`config.mk`:
```
export PLATFORM = sky130hd
export DESIGN_NAME = cfg_regscan
export DESIGN_NICKNAME = d
export VERILOG_FILES = /design/src/rtl/cfg_regscan.sv
export SDC_FILE = /design/constraint.sdc
export NUM_CORES = 1
export LEC_CHECK = 0
export CORE_MARGIN = 8
export CORE_UTILIZATION = 30
export CTS_BUF_LIST = sky130_fd_sc_hd__clkbuf_16
export CTS_CLUSTER_SIZE = 40
export DETAILED_ROUTE_END_ITERATION = 7
export PLACE_DENSITY = 0.6
export SYNTH_ARGS = -nofsm -noshare
export SYNTH_HDL_FRONTEND = slang
export SYNTH_SLANG_ARGS = --single-unit
export TNS_END_PERCENT = 30
```
`constraint.sdc`:
```
create_clock -name usr_clk -period 2.05 [get_ports usr_clk]
set_clock_uncertainty 0.15 [all_clocks]
set_input_delay 0.205 -clock usr_clk [delete_from_list [all_inputs] [get_ports usr_clk]]
set_output_delay 0.205 -clock usr_clk [all_outputs]
set_load 0.05 [all_outputs]
```
`src/rtl/cfg_regscan.sv`:
```
// cfg_regscan: walks a fixed list of PCIe configuration addresses through the
// cfg_mgmt port. Each entry is read, flagged if it reads zero, optionally
// written back with the value just read, and every strobe is bounded by a
// timeout. The scan reports a per-entry fail mask and an overall pass flag.
module cfg_regscan #(
    parameter int                     NUM_REGS   = 4,
    parameter logic [19*NUM_REGS-1:0] ADDR_LIST  = {19'd60, 19'd16, 19'd4, 19'd0},
    parameter bit                     WRITE_BACK = 1'b1,
    parameter int                     TIMEOUT    = 1023
) (
    input  logic                usr_clk,
    input  logic                usr_rst_n,
    output logic [18:0]         cfg_mgmt_addr_o,
    output logic                cfg_mgmt_write_o,
    output logic [31:0]         cfg_mgmt_write_data_o,
    output logic [3:0]          cfg_mgmt_byte_enable_o,
    output logic                cfg_mgmt_read_o,
    input  logic [31:0]         cfg_mgmt_read_data_i,
    input  logic                cfg_mgmt_read_write_done_i,
    output logic                cfg_mgmt_type1_cfg_reg_access_o,
    input  logic                cfg_scan_run_i,
    output logic                scan_busy_o,
    output logic                scan_done_o,
    output logic                scan_pass_o,
    output logic [NUM_REGS-1:0] fail_mask_o,
    output logic                scan_timeout_o,
    output logic [31:0]         last_rd_data_o
);

    localparam int IDX_W = (NUM_REGS > 1) ? $clog2(NUM_REGS) : 1;
    localparam int CNT_W = $clog2(TIMEOUT + 1);

    localparam logic [IDX_W-1:0] LAST_IDX  = IDX_W'(NUM_REGS - 1);
    localparam logic [CNT_W-1:0] CNT_LIMIT = CNT_W'(TIMEOUT - 1);
    localparam logic [18:0]      FIRST_ADDR = ADDR_LIST[18:0];

    typedef enum logic [2:0] {
        S_IDLE,
        S_READ,
        S_WRITE,
        S_NEXT,
        S_DONE
    } state_t;

    state_t             state_q, state_d;
    logic [IDX_W-1:0]   idx_q, idx_d;
    logic [CNT_W-1:0]   cnt_q, cnt_d;
    logic               run_q;
    logic               run_rise, run_fall;
    logic               access_expired;

    logic               rd_d;
    logic               wr_d;
    logic [31:0]        wdata_d;
    logic [18:0]        addr_d;
    logic               busy_d;
    logic               done_d;
    logic               pass_d;
    logic [NUM_REGS-1:0] fail_d;
    logic               tmo_d;
    logic [31:0]        last_d;

    // Address of list entry i.
    function automatic logic [18:0] entry_addr(input logic [IDX_W-1:0] i);
        return ADDR_LIST[19*int'(i) +: 19];
    endfunction

    // Edges of the run request, judged against last cycle's sampled level.
    assign run_rise = cfg_scan_run_i & ~run_q;
    assign run_fall = ~cfg_scan_run_i & run_q;

    // The current strobe has been high for TIMEOUT-1 cycles; this cycle is its last.
    assign access_expired = (cnt_q == CNT_LIMIT);

    // Byte enables follow the write strobe; only full-dword write-backs are issued.
    assign cfg_mgmt_byte_enable_o = cfg_mgmt_write_o ? 4'hF : 4'h0;

    // Only type-0 accesses to the local function are ever generated.
    assign cfg_mgmt_type1_cfg_reg_access_o = 1'b0;

    // Registers the run level for edge detection.
    always_ff @(posedge usr_clk or negedge usr_rst_n) begin
        if (!usr_rst_n) begin
            run_q <= 1'b0;
        end else begin
            run_q <= cfg_scan_run_i;
        end
    end

    // Next-state and next-output logic for the scan sequencer.
    always_comb begin
        state_d = state_q;
        idx_d   = idx_q;
        cnt_d   = cnt_q;
        rd_d    = cfg_mgmt_read_o;
        wr_d    = cfg_mgmt_write_o;
        wdata_d = cfg_mgmt_write_data_o;
        addr_d  = cfg_mgmt_addr_o;
        busy_d  = scan_busy_o;
        done_d  = 1'b0;
        pass_d  = scan_pass_o;
        fail_d  = fail_mask_o;
        tmo_d   = scan_timeout_o;
        last_d  = last_rd_data_o;

        unique case (state_q)
            S_IDLE: begin
                if (run_rise) begin
                    state_d = S_READ;
                    idx_d   = '0;
                    addr_d  = FIRST_ADDR;
                    busy_d  = 1'b1;
                    pass_d  = 1'b0;
                    fail_d  = '0;
                    tmo_d   = 1'b0;
                end
            end

            S_READ: begin
                if (!cfg_mgmt_read_o) begin
                    // First cycle in READ: raise the strobe, start the timeout window.
                    rd_d  = 1'b1;
                    cnt_d = '0;
                end else if (cfg_mgmt_read_write_done_i) begin
                    rd_d    = 1'b0;
                    wdata_d = cfg_mgmt_read_data_i;
                    last_d  = cfg_mgmt_read_data_i;
                    if (cfg_mgmt_read_data_i == 32'd0) begin
                        fail_d[idx_q] = 1'b1;
                    end
                    state_d = WRITE_BACK ? S_WRITE : S_NEXT;
                end else if (access_expired) begin
                    // Read never completed: skip the write-back for this entry.
                    rd_d          = 1'b0;
                    fail_d[idx_q] = 1'b1;
                    tmo_d         = 1'b1;
                    state_d       = S_NEXT;
                end else begin
                    cnt_d = cnt_q + 1'b1;
                end
            end

            S_WRITE: begin
                if (!cfg_mgmt_write_o) begin
                    wr_d  = 1'b1;
                    cnt_d = '0;
                end else if (cfg_mgmt_read_write_done_i) begin
                    wr_d    = 1'b0;
                    state_d = S_NEXT;
                end else if (access_expired) begin
                    wr_d          = 1'b0;
                    fail_d[idx_q] = 1'b1;
                    tmo_d         = 1'b1;
                    state_d       = S_NEXT;
                end else begin
                    cnt_d = cnt_q + 1'b1;
                end
            end

            S_NEXT: begin
                if (idx_q == LAST_IDX) begin
                    // Completion: done pulse and pass flag land together, busy drops.
                    state_d = S_DONE;
                    done_d  = 1'b1;
                    pass_d  = ~|fail_mask_o;
                    busy_d  = 1'b0;
                end else begin
                    idx_d   = idx_q + 1'b1;
                    addr_d  = entry_addr(idx_q + 1'b1);
                    state_d = S_READ;
                end
            end

            S_DONE: begin
                state_d = S_IDLE;
                idx_d   = '0;
                addr_d  = FIRST_ADDR;
            end

            default: begin
                state_d = S_IDLE;
            end
        endcase

        // Abort outranks a completion or timeout seen in the same cycle; the
        // partial fail mask and timeout flag are left for inspection.
        if (run_fall && (state_q != S_IDLE)) begin
            state_d = S_IDLE;
            idx_d   = '0;
            cnt_d   = '0;
            rd_d    = 1'b0;
            wr_d    = 1'b0;
            addr_d  = FIRST_ADDR;
            busy_d  = 1'b0;
            done_d  = 1'b0;
            pass_d  = scan_pass_o;
            fail_d  = fail_mask_o;
            tmo_d   = scan_timeout_o;
            last_d  = last_rd_data_o;
            wdata_d = cfg_mgmt_write_data_o;
        end
    end

    // Sequencer state, entry index and access timeout counter.
    always_ff @(posedge usr_clk or negedge usr_rst_n) begin
        if (!usr_rst_n) begin
            state_q <= S_IDLE;
            idx_q   <= '0;
            cnt_q   <= '0;
        end else begin
            state_q <= state_d;
            idx_q   <= idx_d;
            cnt_q   <= cnt_d;
        end
    end

    // Registered cfg_mgmt strobes, address and write-back data.
    always_ff @(posedge usr_clk or negedge usr_rst_n) begin
        if (!usr_rst_n) begin
            cfg_mgmt_read_o       <= 1'b0;
            cfg_mgmt_write_o      <= 1'b0;
            cfg_mgmt_write_data_o <= 32'd0;
            cfg_mgmt_addr_o       <= FIRST_ADDR;
        end else begin
            cfg_mgmt_read_o       <= rd_d;
            cfg_mgmt_write_o      <= wr_d;
            cfg_mgmt_write_data_o <= wdata_d;
            cfg_mgmt_addr_o       <= addr_d;
        end
    end

    // Registered scan status seen by the application logic.
    always_ff @(posedge usr_clk or negedge usr_rst_n) begin
        if (!usr_rst_n) begin
            scan_busy_o    <= 1'b0;
            scan_done_o    <= 1'b0;
            scan_pass_o    <= 1'b0;
            fail_mask_o    <= '0;
            scan_timeout_o <= 1'b0;
            last_rd_data_o <= 32'd0;
        end else begin
            scan_busy_o    <= busy_d;
            scan_done_o    <= done_d;
            scan_pass_o    <= pass_d;
            fail_mask_o    <= fail_d;
            scan_timeout_o <= tmo_d;
            last_rd_data_o <= last_d;
        end
    end

endmodule

```
==> Word-level counts from Yosys, hierarchy flattened <==
Cells that the tools add are included.
{ "word_totals": {"out_inout_bits": 98, "elab_cells": 120, "reg_bits": 77, "inputBits": 36} }
{ "op_classes": {"n_bitwise": 6, "add_sub_neg": 2, "n_mux": 57, "reduce_logical": 21, "n_eq_ne": 17, "n_mul": 1, "order_cmp": 2, "shift": 1} }
{ "ops": {"columns": ["operator", "n"], "rows": [
  ["indexed part select 76 x 8 -> 19 bit, first input constant", 1],
  ["2-to-1 mux 19 bit", 3],
  ["one-hot mux 19 bit (3 select lines)", 1],
  ["2-to-1 mux 10 bit", 5],
  ["zero test 32 bit", 1],
  ["2-to-1 mux 4 bit", 8],
  ["2-to-1 mux 3 bit", 8],
  ["2-to-1 mux 1 bit", 21],
  ["one-hot mux 10 bit (2 select lines)", 1],
  ["!= test 3 bit, second input constant", 6],
  ["one-hot mux 3 bit (4 select lines)", 1],
  ["one-hot mux 4 bit (3 select lines)", 1],
  ["nonzero test 3 bit", 4],
  ["adder 10 x 1 -> 10 bit, second input constant", 1],
  ["== test 10 bit, second input constant", 1],
  ["!= test 2 bit, second input constant", 5],
  ["AND reduction 3 bit", 3],
  ["AND reduction 4 bit", 2],
  ["multiplier 5 x 2 -> 7 bit, first input constant", 1],
  ["AND reduction 7 bit", 1],
  ["== test 3 x 2 -> 1 bit, second input constant", 2],
  ["2-to-1 mux 2 bit", 3],
  ["one-hot mux 2 bit (3 select lines)", 1],
  ["nonzero test 2 bit", 3],
  ["other kinds (18)", 23]
]} }

==> Logic depth before layout (Yosys ltp) <==
{ "logic_depth": {"depth_word": 9, "mapped_depth": 6, "mapped_depth_nobuf": 6} }

==> Worst setup path after synthesis <==
OpenSTA, ideal clock, no wires.
{ "synth_path": {"kind": "reg2reg", "from": "reg cfg_mgmt_write_o", "to": "reg fail_mask_o[0]", "slack_ns": 0.008, "path_stages_with_launch": 5, "arrival_ns": 1.815, "path_cell_list": "dfrtp_1 > or3b_4 > a211oi_4 > nand4_1 > o21ai_1"} }
{ "synth_via": {"elab_chain_cells": 2} }
{ "synth_rtl": {"columns": ["item", "line", "source"], "rows": [
  ["start, declared", "14", "output logic cfg_mgmt_write_o,"],
  ["start signal, assigned", "226", "cfg_mgmt_write_o <= wr_d;"],
  ["!= test 2 bit (no source line)", null, null],
  ["AND reduction 7 bit (no source line)", null, null],
  ["end signal, assigned", "245", "fail_mask_o <= fail_d;"],
  ["end, declared", "25", "output logic [NUM_REGS-1:0] fail_mask_o,"]
]} }
No other way between the ends.
A chain may end at the register's enable or synchronous reset.

==> Worst setup path after layout <==
{ "layout_path": {"from": "reg cfg_mgmt_addr_o[4]", "to": "out cfg_mgmt_addr_o[4]"} }
{ "layout_rtl": {"columns": ["item", "line", "source"], "rows": [
  ["start, declared", "13", "output logic [18:0] cfg_mgmt_addr_o,"],
  ["start signal, assigned", "228", "cfg_mgmt_addr_o <= addr_d;"]
]} }
No word-level cell between the ends.

==> summary by stage <==
Yosys
Sorting the synthesized cells by area gives the leading types as sky130_fd_sc_hd__dfrtp_1 (43%), sky130_fd_sc_hd__buf_4 (12%), sky130_fd_sc_hd__mux2_2 (11%). During synthesis, Yosys emitted a total of 0 warnings. The synthesis-stage register bit count is 59. The sequential share of the synthesized area is 43.4%. The cell area that synthesis handed to floorplanning was 3400 µm². The most used flip-flop cell after synthesis is sky130_fd_sc_hd__dfrtp_1. After synthesis, the mean cell area works out to 10.7 µm². The synthesized design contains 0 enable-type register cells. The synthesized design spends more area on one cell type than any other, namely sky130_fd_sc_hd__dfrtp_1. The count of different cell masters after synthesis is 58. The share of synthesized registers carrying an async set or reset is 100%.

Synthesis produced 319 cells. The fraction of post-synthesis cell area in the top cell type by area is 43.4%.

Worst setup path
For this design, the slowest cell found on the critical path is sky130_fd_sc_hd__clkdlybuf4s50_1. The number of buffers and inverters on the critical path is 1. In this run the worst setup path terminates at cfg_mgmt_addr_o[4]. On the worst path, the slowest cell contributes a delay of 840 ps.

In this run the number of cells on the critical path is 1. In this run the worst path has a maximum fanout of 6. Tracing the worst setup path back leads to its startpoint at cfg_mgmt_addr_o[4]$_DFFE_PN0P_. For the worst flop-to-flop path, the logic depth is 6. The kind of end point of the critical path is an output pin. The worst reg2reg path endpoint is cfg_mgmt_write_o$_DFFE_PN0P_. The setup path with the least slack is of type flip-flop to output pin. The setup slack on the worst flop-to-flop path is 160 ps. The startpoint type of the worst setup path is a flip-flop. STA puts the critical path data arrival time at 1600 ps. The signal on the critical path passes through clkdlybuf4s50_1. The kind of cell adding the most delay to the critical path is buffers and inverters. The worst register-to-register path begins at cnt_q[0]$_DFFE_PN0P_. The data required time at the worst endpoint is 1690 ps.

Worst hold path
The kind of path behind the tightest hold check is primary input to flip-flop.

Floorplan
In this run the core area contains 39 standard-cell rows. 134 I/O pins were placed. The die is 122 µm wide. The initial core utilization is 30.3%. The area of the core is 11200 µm². The die covers 15000 µm². The floorplan step set the die height to 122 µm.

Timing
Counting I/O delays and the setup requirement, the final critical path takes 1950 ps. Once routing completed, OpenROAD measured the worst setup slack at 95.2 ps. Setup repair after global routing left no endpoint under its margin. The max-slew violation count is 0.

The final critical path takes up 95.4% of the cycle. The final number of hold-violating endpoints is 0. Timing would allow up to 0.512 GHz. Setup violations remaining at the end of the flow were counted as 0. The worst max-slew margin expressed relative to the limit is 53.6%.

The actual slew at the worst max-slew pin is 695 ps.

Place
The wire-length estimate of the detail-placed layout is 7280 µm. Port buffering added 117 buffers. Prior to clock tree synthesis, the placed netlist has a worst setup slack of -52.6 ps. The routability-driven placement congestion ratio is 0.847.

Layout
The flip-flop and latch area is 1480 µm². The fraction of final layout cells with drive strength greater than 1 is 19.7%. Counting the fill cells in the layout gives 1095.

Summing all multi-input logic gate instances after layout gives 1480 µm². The most common library cell in the layout ignoring fill and taps is sky130_fd_sc_hd__clkdlybuf4s50_1. The number of antenna repair diodes is 0. The final layout contains 460 nets. From synthesis to final layout, the design area changed by 40.4%. In the layout the commonest cells are sky130_fd_sc_hd__clkdlybuf4s50_1 (110), sky130_fd_sc_hd__dfrtp_1 (59), sky130_fd_sc_hd__mux2_2 (33), sky130_fd_sc_hd__buf_4 (25), sky130_fd_sc_hd__nand2_1 (18).

Pwr
The power density over the cells is 1810 nW/µm². The leakage dissipation is 1.98 nW. The worst-case IR drop observed on VDD is 1260 µV.

Total power for the finished layout comes to 8.64 mW.

Clock network
After clock tree synthesis, the clock-pin slew on the worst setup and hold paths is 50 ps. The clock tree from TritonCTS is yes. The longest clock path from root to sink contains 2 buffers. The H-tree generated during clock tree synthesis spans 3 levels.

TritonCTS created 9 clock buffers. The clock network latency to the later pin of the worst-skew pair is 330 ps. The quantity of gates resized following cts is 0. The number of buffers added for setup after CTS is 0. The tree is rooted in a sky130_fd_sc_hd__clkbuf_16. The cts-stage hold buffer count is 1.

Counting every sink on the clock net gives 59.

Detailed routing
After detailed routing, the met2 layer carries 4250 µm of wire. After detailed routing, the wire length on met1 is 4070 µm. The detailed router finished its first iteration with 123 violations. Dividing the detail-routed wire length by the instance count gives 17.0 µm. The pre-antenna-repair detailed-routing pass consisted of 5 iterations. The highest signal layer in the routed design is met4.

The count of nets left with antenna violations once routing finished came out at 0. The number of remaining DRC errors is 0. In the routed layout, each cell is associated on average with a via count of 4.87. After detailed routing, the total wire length is 9590 µm. Summed over all nets, wire length on met3 after detailed routing comes to 1130 µm. The routed layout has 2753 vias.

Global routing
The largest net degree at the start of global routing is 33. Summed over all layers, the global routing overflow is 0. The total routing resource utilization after global routing is 13.2%. The initial antenna violation count is 0. The global-route wire length before repair is 15400 µm. The via count of the first global-routing pass came to 2992.

Status
The flow ran to the end, and the final reports show no timing, DRC or antenna violations.

Flow run
The number of maximum-capacitance constraint violations is 0.
-- cells in the mapped netlist, types with 2 or more instances --
cell                       number
sky130_fd_sc_hd__o22ai_1        2
sky130_fd_sc_hd__mux2_2        33
sky130_fd_sc_hd__or4_1          3
sky130_fd_sc_hd__nand3b_1       2
sky130_fd_sc_hd__dfrtp_1       59
sky130_fd_sc_hd__a21oi_1       12
sky130_fd_sc_hd__o21ai_1        5
sky130_fd_sc_hd__a31oi_1        6
sky130_fd_sc_hd__a211oi_4       2
sky130_fd_sc_hd__inv_1          8
sky130_fd_sc_hd__nand2b_1       4
sky130_fd_sc_hd__buf_4         55
sky130_fd_sc_hd__and3_1         5
sky130_fd_sc_hd__a22o_1         2
sky130_fd_sc_hd__ha_1           7
sky130_fd_sc_hd__o21ai_0        6
sky130_fd_sc_hd__and4_1         3
sky130_fd_sc_hd__a21boi_0       4
sky130_fd_sc_hd__clkbuf_1       5
sky130_fd_sc_hd__o41ai_1        2
sky130_fd_sc_hd__nor2_1         8
sky130_fd_sc_hd__nand4_1        3
sky130_fd_sc_hd__nand2_1       18
sky130_fd_sc_hd__o211ai_1       4
sky130_fd_sc_hd__nor2b_1        2
sky130_fd_sc_hd__a41oi_1        6
sky130_fd_sc_hd__buf_2          6
sky130_fd_sc_hd__nor4_1         8
sky130_fd_sc_hd__nor3_1         2
sky130_fd_sc_hd__nand3_1        9
-- flip-flops by register name, summed over array words and instances (netlist names) --
name,cells
scan_busy_o,1
last_rd_data_o,32
state_q,3
cfg_mgmt_write_o,1
cfg_mgmt_addr_o,2
scan_pass_o,1
scan_timeout_o,1
fail_mask_o,4
run_q,1
idx_q,1
cnt_q,10
cfg_mgmt_read_o,1
scan_done_o,1
-- kinds of logic (layout without fill, tap and decap cells) --
family	Yosys count	count (layout)	share of synthesized area, %
AOI/OAI and AO/OA	64	64	14.4
adders and majority gates	7	7	2.58
buffers and inverters	75	163	14.6
DFF	59	59	43.4
muxes	34	34	11.2
other	1	16	0.110
and+or+nand+nor	79	79	13.7
-- final cells by class --
cell class	instances	share of cell area, %
Clock buffer	9	4.72
Clock inverter	7	0.734
Inverter	8	0.629
Multi-Input combinational cell	200	31.1
Sequential cell	59	30.9
Tap cell	143	3.75
Timing Repair Buffer	139	28.2
-- metrics by stage --
stage	std cells	TNS [ps]	instance area [µm²]	hold slack (ps)	util [%]
floorplan	334	0	3450	-241	-
global placement	548	-105	4500	144	40.1
detailed placement	548	-335	4500	142	40.1
CTS	565	0	4770	260	42.5
global route	565	0	4770	272	42.5
finish	565	0	4770	255	42.5
-- worst min-delay path by stage --
stage / start / endpoint / slack, ps / depth (start not counted)
after global placement: usr_rst_n / cfg_mgmt_addr_o[4]$_DFFE_PN0P_ / 140 / 1
after floorplan: usr_rst_n / cfg_mgmt_addr_o[4]$_DFFE_PN0P_ / -240 / 0
after CTS: cfg_scan_run_i / run_q$_DFF_PN0_ / 260 / 1
final: cfg_scan_run_i / run_q$_DFF_PN0_ / 250 / 1
after global routing: cfg_scan_run_i / run_q$_DFF_PN0_ / 270 / 1
after detailed placement: usr_rst_n / cfg_mgmt_addr_o[4]$_DFFE_PN0P_ / 140 / 1
-- per-layer routing --
layer / vias up / track usage [%]
met2: 125 / 19.1
li1: 1295 / -
met5: - / 0
met3: 10 / 7.54
met1: 1323 / 15.7
met4: 0 / 5.56
-- power by group --
part | total [mW] | leakage [nW] | internal, mW | switching (mW)
Clock | 1.33 | 0.131 | 0.798 | 0.529
Sequential | 1.92 | 0.752 | 1.56 | 0.358
Combinational | 5.39 | 1.10 | 1.84 | 3.55
Total | 8.64 | 1.98 | 4.20 | 4.44
(Power assumes the default switching activity.)
